[src/rtl/xor_stream_cipher.sv]
// XOR stream cipher: serially loads a key, then XORs message beats against
// successive key slices. Repeating or rolling keystream, two-stage output
// pipeline with start/end framing.
module xor_stream_cipher #(
   parameter int KEY_BITS     = 32,
   parameter int DATA_W       = 1,
   parameter int MAX_MSG_BITS = 512
) (
   input  logic              iClk,
   input  logic              iRst,
   input  logic              iEn,
   input  logic              iMode,
   input  logic [DATA_W-1:0] iData_in,
   input  logic              iLoad_key,
   input  logic              iLoad_msg,
   output logic [DATA_W-1:0] oData_out,
   output logic              oValid,
   output logic              oStart,
   output logic              oEnd,
   output logic              oKey_ready,
   output logic              oBusy
);

   localparam int KEY_BEATS = KEY_BITS / DATA_W;
   localparam int MAX_BEATS = MAX_MSG_BITS / DATA_W;
   localparam int KCNT_W    = $clog2(KEY_BEATS + 1);
   localparam int MCNT_W    = $clog2(MAX_BEATS + 1);
   localparam int IDX_W     = (KEY_BEATS > 1) ? $clog2(KEY_BEATS) : 1;

   typedef enum logic [2:0] {IDLE, LOAD_KEY, READY, STREAM, DRAIN} state_t;

   typedef struct packed {
      logic              valid;
      logic              first;
      logic              last;
      logic [DATA_W-1:0] data;
   } beat_t;

   state_t              state, state_nx;
   logic [KEY_BITS-1:0] key_reg, key_reg_nx;
   logic [KEY_BITS-1:0] work_key, work_key_nx;
   logic [KCNT_W-1:0]   key_cnt, key_cnt_nx, key_cnt_new;
   logic [MCNT_W-1:0]   msg_cnt, msg_cnt_nx, msg_cnt_new;
   logic [IDX_W-1:0]    idx, idx_nx;
   logic                mode_q, mode_nx;
   logic                key_ready, key_ready_nx;
   beat_t               s1, s1_nx, s2, s2_nx;

   logic                key_beat, msg_first, msg_beat, end_prev, wrap, cur_mode;
   logic [KEY_BITS-1:0] cur_key, shifted;
   logic [IDX_W-1:0]    cur_idx;

   // Next-state, key/work-key update and pipeline advance for one enabled beat.
   always_comb begin
      // NOTE: every variable gets a default here first so no path infers a latch.
      state_nx     = state;
      key_reg_nx   = key_reg;
      work_key_nx  = work_key;
      key_cnt_nx   = key_cnt;
      msg_cnt_nx   = msg_cnt;
      idx_nx       = idx;
      mode_nx      = mode_q;
      key_ready_nx = key_ready;

      // Key beats are honoured everywhere except while draining an over-long message.
      key_beat  = iLoad_key && (state != DRAIN);
      msg_first = (state == READY) && iLoad_msg && !iLoad_key;
      msg_beat  = msg_first || ((state == STREAM) && iLoad_msg && !iLoad_key);
      // The beat in stage 1 is the last one if streaming stops this cycle.
      end_prev  = (state == STREAM) && (!iLoad_msg || iLoad_key);

      // A new message starts from the loaded key at slice 0 with the current mode.
      cur_key  = msg_first ? key_reg : work_key;
      cur_idx  = msg_first ? '0 : idx;
      cur_mode = msg_first ? iMode : mode_q;
      wrap     = (cur_idx == IDX_W'(KEY_BEATS - 1));
      shifted  = cur_key << (int'(cur_idx) * DATA_W);

      key_cnt_new = (state == READY || state == STREAM) ? KCNT_W'(1) : key_cnt + KCNT_W'(1);
      msg_cnt_new = msg_first ? MCNT_W'(1) : msg_cnt + MCNT_W'(1);

      s2_nx      = s1;
      s2_nx.last = s1.last | (s1.valid & end_prev);
      s1_nx      = '0;

      if (key_beat) begin
         key_reg_nx = (key_reg << DATA_W) | KEY_BITS'(iData_in);
         if (key_cnt_new == KCNT_W'(KEY_BEATS)) begin
            state_nx     = READY;
            key_ready_nx = 1'b1;
            key_cnt_nx   = '0;
         end else begin
            state_nx     = LOAD_KEY;
            key_ready_nx = 1'b0;
            key_cnt_nx   = key_cnt_new;
         end
      end else if (msg_beat) begin
         s1_nx.valid = 1'b1;
         s1_nx.first = msg_first;
         s1_nx.last  = (msg_cnt_new == MCNT_W'(MAX_BEATS));
         s1_nx.data  = iData_in ^ shifted[KEY_BITS-1 -: DATA_W];
         msg_cnt_nx  = msg_cnt_new;
         idx_nx      = wrap ? '0 : cur_idx + IDX_W'(1);
         work_key_nx = (cur_mode && wrap) ? {cur_key[KEY_BITS-2:0], cur_key[KEY_BITS-1]} : cur_key;
         mode_nx     = cur_mode;
         state_nx    = s1_nx.last ? DRAIN : STREAM;
      end else if (state == STREAM) begin
         state_nx = READY;
      end else if (state == DRAIN && !iLoad_msg) begin
         state_nx = READY;
      end
   end

   // State and pipeline registers: synchronous reset wins, iEn=0 freezes everything.
   always_ff @(posedge iClk) begin
      // NOTE: sequential state uses non-blocking assignments so all registers update together.
      if (iRst) begin
         state     <= IDLE;
         key_reg   <= '0;
         work_key  <= '0;
         key_cnt   <= '0;
         msg_cnt   <= '0;
         idx       <= '0;
         mode_q    <= 1'b0;
         key_ready <= 1'b0;
         s1        <= '0;
         s2        <= '0;
      end else if (iEn) begin
         state     <= state_nx;
         key_reg   <= key_reg_nx;
         work_key  <= work_key_nx;
         key_cnt   <= key_cnt_nx;
         msg_cnt   <= msg_cnt_nx;
         idx       <= idx_nx;
         mode_q    <= mode_nx;
         key_ready <= key_ready_nx;
         s1        <= s1_nx;
         s2        <= s2_nx;
      end
   end

   // A beat is presented only on enabled cycles, which are also the cycles it leaves stage 2.
   assign oData_out  = s2.data;
   assign oValid     = s2.valid & iEn;
   assign oStart     = s2.valid & s2.first & iEn;
   assign oEnd       = s2.valid & s2.last & iEn;
   assign oKey_ready = key_ready;
   assign oBusy      = (state == STREAM) || (state == DRAIN) || s1.valid || s2.valid;

endmodule

[config.mk]
export PLATFORM = sky130hd
export DESIGN_NAME = xor_stream_cipher
export DESIGN_NICKNAME = d
export VERILOG_FILES = /design/src/rtl/xor_stream_cipher.sv
export SDC_FILE = /design/constraint.sdc
export NUM_CORES = 1
export LEC_CHECK = 0
export CORE_MARGIN = 2
export CORE_UTILIZATION = 38
export CTS_CLUSTER_DIAMETER = 50
export DETAILED_ROUTE_END_ITERATION = 7
export PLACE_DENSITY_LB_ADDON = 0.12
export SYNTH_ARGS = -nofsm -noshare
export SYNTH_HDL_FRONTEND = slang
export SYNTH_SLANG_ARGS = --single-unit
[constraint.sdc]
create_clock -name iClk -period 8.7 [get_ports iClk]
set_clock_uncertainty 0.2 [all_clocks]
set_input_delay 2.61 -clock iClk [delete_from_list [all_inputs] [get_ports iClk]]
set_output_delay 2.61 -clock iClk [all_outputs]
set_load 0.05 [all_outputs]
# Word level (Yosys, flattened, before mapping)
# Index checks and enable logic that the tools add are counted.
# Widths: inputs -> output; s select.
# totals
reg_bits,98
output_inout_bits,6
ramBits,0
latch_bits,0
wordCells,74
romBits,0
memories,0
in_bits,7
# classes
eq_ne,7
mul,0
bitwise,10
reduce_logical,20
addsub,3
div_mod_pow,0
mux,17
shift,1
magnitude_cmp,0
# ops
operator,count
$mux 32,2
$or 32x1->32,1
$shl 32x5->32,1
$mux 3,5
$mux 6,2
$add 10x1->10 const B,1
$eq 10x10->1 const B,1
$mux 10,1
$mux 5,2
$logic_and 1x1->1,8
$mux 4,2
$add 6x1->6 const B,1
$and 1x1->1,6
$eq 3x2->1 const B,2
$eq 6x6->1 const B,1
$logic_or 1x1->1,6
$add 5x1->5 const B,1
$eq 5x5->1 const B,1
$reduce_and 2->1,2
$reduce_bool 4->1,1
$eq 3x3->1 const B,1
$ne 3x3->1 const B,1
$reduce_and 3->1,1
$logic_not 1->1,2
other kinds (5),6

# Longest topological paths before layout
# logic_depth
depth_word,8
ltp_mapped,10
mapped_depth_nobuf,8

# Least setup slack after synthesis
# OpenSTA, ideal clock, no wires.
# synth_timing
kind,input -> output
start,input port iEn
end,output port oEnd
path_stages,3
required_ns,5.890
slack_ns,2.220
path_buffers,2
arrival_time_ns,3.670
path_cell_list,clkbuf_1 -> buf_1 -> and3_1
# synth_via
elab_chain_cells,1
# synth_lines
item,line_no,source
start: declaration,11,"input logic iEn,"
$and 1x1->1,146,assign oEnd = s2.valid & s2.last & iEn;
end: declaration,19,"output logic oEnd,"
# Every way passes these cells.

# Worst setup path after layout
# Ends and elaborated chain as after synthesis.

==> run_results.csv <==
group,metric,value,unit
detailed_routing,drt-initial-drc-count,270,
clock_network,cts_sinks,98,
synth,synth.distinct_cells,59,
pwr,p_leak,1.750,nW
die,die_height,120.3,um
global_routing,grt_pass1_vias,3929,
place,place_ws,1.605,ns
detailed_routing,met2_length,5.352,mm
detailed_routing,wirelength,11.62,mm
flow_run,drv_cap,0,
synth,avgSynthCellArea,8.748,sq um
timing,final_hold_viol_count,0,
global_routing,grt_pass1_wl,20.27,mm
detailed_routing,ant_nets,0,
timing,timing.fmax,141.0,MHz
global_routing,groute.usage.overall,0.1745,
detailed_routing,drc,0,
layout,final_common_cell,"nand2_1",
clock_network,cts_tree,"done",
layout,final_util,0.4285,
die,dieArea,14480,sq um
setup_path,cp_slowest_cell,"clkdlybuf4s50_1",
setup_path,cp.required,5.89,ns
setup_path,path_buf_inv,3,
timing,tightest_slew,1.159,ns
run_status,outcome,"complete, no violations",
synth,synth_edf_count,0,
global_routing,overflow,0,
die,dieWidth,120.3,um
detailed_routing,topRoutingLayerUsed,"met4",
setup_path,path_common_cell,"clkdlybuf4s50_1",
timing,rsz0062_at_grt,"false",
layout,finalNetCount,583,
pwr,power-per-cell-area,164.5,nW/um^2
clock_network,clockBufferDepth,2,
synth,synth_cells,588,
detailed_routing,vias_per_cell,5.489,
place,gp_congestion,0.8225,
clock_network,clkTransAtPathRegs,0.07,ns
pwr,vdd_drop_max,0.1131,mV
global_routing,antenna_found_initial,0,
clock_network,cts_made_buffers,9,
setup_path,crit_chain,"clkdlybuf4s50_1, buf_4, and3_1, clkdlybuf4s50_1",
layout,area_growth,10.31,%
timing,slew-limit-headroom,0.2252,
setup_path,worstSetupPathType,"input port to output port",
place,io_buffers,12,
die,core,13240,sq um
clock_network,cts-root-buf,"clkbuf_16",
setup_path,max_stage_delay,0.80,ns
clock_network,cts-resized-gates,0,
clock_network,hold_buffers,0,
synth,syn_nets,598,
synth,ys.flop_type,"dfxtp_1",
place,placed_area,5344,sq um
clock_network,cts_setup_buffers,0,
synth,synth_top_area_share,0.3814,
setup_path,worstPathMaxFanout,20,
detailed_routing,wl_per_cell,15.41,um
detailed_routing,met3_length,518,um
clock_network,htree_levels,3,
setup_path,startpoint,"iEn",
detailed_routing,drt_pass1_iterations,5,
layout,diodes,0,
setup_path,crit_arrival,4.28,ns
setup_path,critPathLaunchType,"input port",
setup_path,r2r_start,"state[0]$_SDFFE_PP0P_",
layout,mostFrequentLayoutCells,"nand2_1, dfxtp_1, a21oi_1",
synth,ys_top_cells_by_area,"dfxtp_1, mux4_2, nand2_1",
min_path,worstHoldStart,"oKey_ready$_SDFFE_PP0P_",
synth,yosys.area.top_type,"dfxtp_1",
place,dp.cells,738,
synth,synthesis.area,5144,sq um
detailed_routing,vias,4139,
timing,tns,0,ns
die,std_cell_rows,42,
synth,ys_ff_latch,98,
timing,maxSlewViolCount,0,
clock_network,clk_latency,0.35,ns
setup_path,cp-end-kind,"output port",
die,ios,13,
layout,seq_area,1962,sq um
layout,multi_input_area,2977,sq um
min_path,hp-class,"flop to flop",
setup_path,critical_path.top_delay_family,"buffers and inverters",
synth,seq_area_frac_synth,0.3814,
synth,async_flop_share,0,
timing,min_period_over_period,0.8154,
synth,synth_warnings,0,
layout,nFillCells,1340,
detailed_routing,wl_met1,5.580,mm
die,start_util,0.3884,
timing,layout_setup_ws,1.606,ns
timing,setup_viol,0,
layout,layout.cells.non_filler,754,
layout,layout-drive-gt1-share,0.1142,
place,hpwl,6.991,mm
layout,finalInstanceArea,5674,sq um
global_routing,grt_max_degree,101,
timing,final.min_clock_period,7.094,ns
## synth_stat cells, drive strengths merged (4+ instances only)
master / n
a211oi: 6
a21oi: 88
a22oi: 5
and3: 6
buf: 18
clkbuf: 27
dfxtp: 98
inv: 4
mux2: 4
mux2i: 12
mux4: 35
nand2: 161
nand2b: 5
nand3: 11
nand3b: 5
nor2: 26
nor2b: 4
o21ai: 13
or3: 6
xnor2: 5
## final timing paths
check | end | depth (start not counted) | slack (ns)
setup / recovery | oEnd | 4 | 1.61
hold / removal | oKey_ready$_SDFFE_PP0P_ | 2 | 0.26
hold reg to reg | oKey_ready$_SDFFE_PP0P_ | 2 | 0.26
setup reg to reg | work_key[0]$_SDFFE_PP0P_ | 7 | 5.18
## cell type report
| cell class | count | share of cell area |
|---|---|---|
| Clock inverter | 4 | 0.01301 |
| Inverter | 4 | 0.002646 |
| Clock buffer | 12 | 0.04520 |
| Tap cell | 176 | 0.03881 |
| Timing Repair Buffer | 19 | 0.02999 |
| Sequential cell | 98 | 0.3458 |
| Multi-Input combinational cell | 441 | 0.5246 |
## cells by family (layout without fill, tap and decap cells)
kind of cell / after synthesis / after routing / synth area share
and+or+nand+nor: 248 / 248 / 0.2187
xor gates and xnor gates: 5 / 5 / 0.008513
muxes: 51 / 51 / 0.1861
DFF: 98 / 98 / 0.3814
buffers and inverters: 49 / 39 / 0.04232
AOI/OAI and AO/OA: 134 / 134 / 0.1557
adders and majority gates: 3 / 3 / 0.007298
## power breakdown
part | switching, mW | internal [mW] | leakage (nW)
Combinational | 0.0274 | 0.0122 | 0.797
Sequential | 0.00489 | 0.451 | 0.790
Clock | 0.170 | 0.268 | 0.163
Total | 0.203 | 0.731 | 1.75
## stage by stage
stage / total power [mW] / hold slack (ns)
5_1_grt: 0.9733 / 0.2907
6_report: 0.9335 / 0.2605
3_5_place_dp: 0.5057 / 0.2510
4_1_cts: 0.9477 / 0.2640
3_3_place_gp: 0.5053 / 0.2447
2_1_floorplan: 0.4932 / 0.2370
## tightest hold or removal path, stage by stage (launching register included)
cell	delay (ns)
dfxtp_1	0.31
nand2_1	0.05
a21oi_1	0.05
## metal layers
| layer | GRT usage | up-vias |
|---|---|---|
| met1 | 0.2359 | 1988 |
| met4 | 0.05378 | 0 |
| li1 | - | 2066 |
| met2 | 0.2820 | 72 |
| met3 | 0.03585 | 13 |
| met5 | 0 | - |
(Power assumes the default switching activity.)
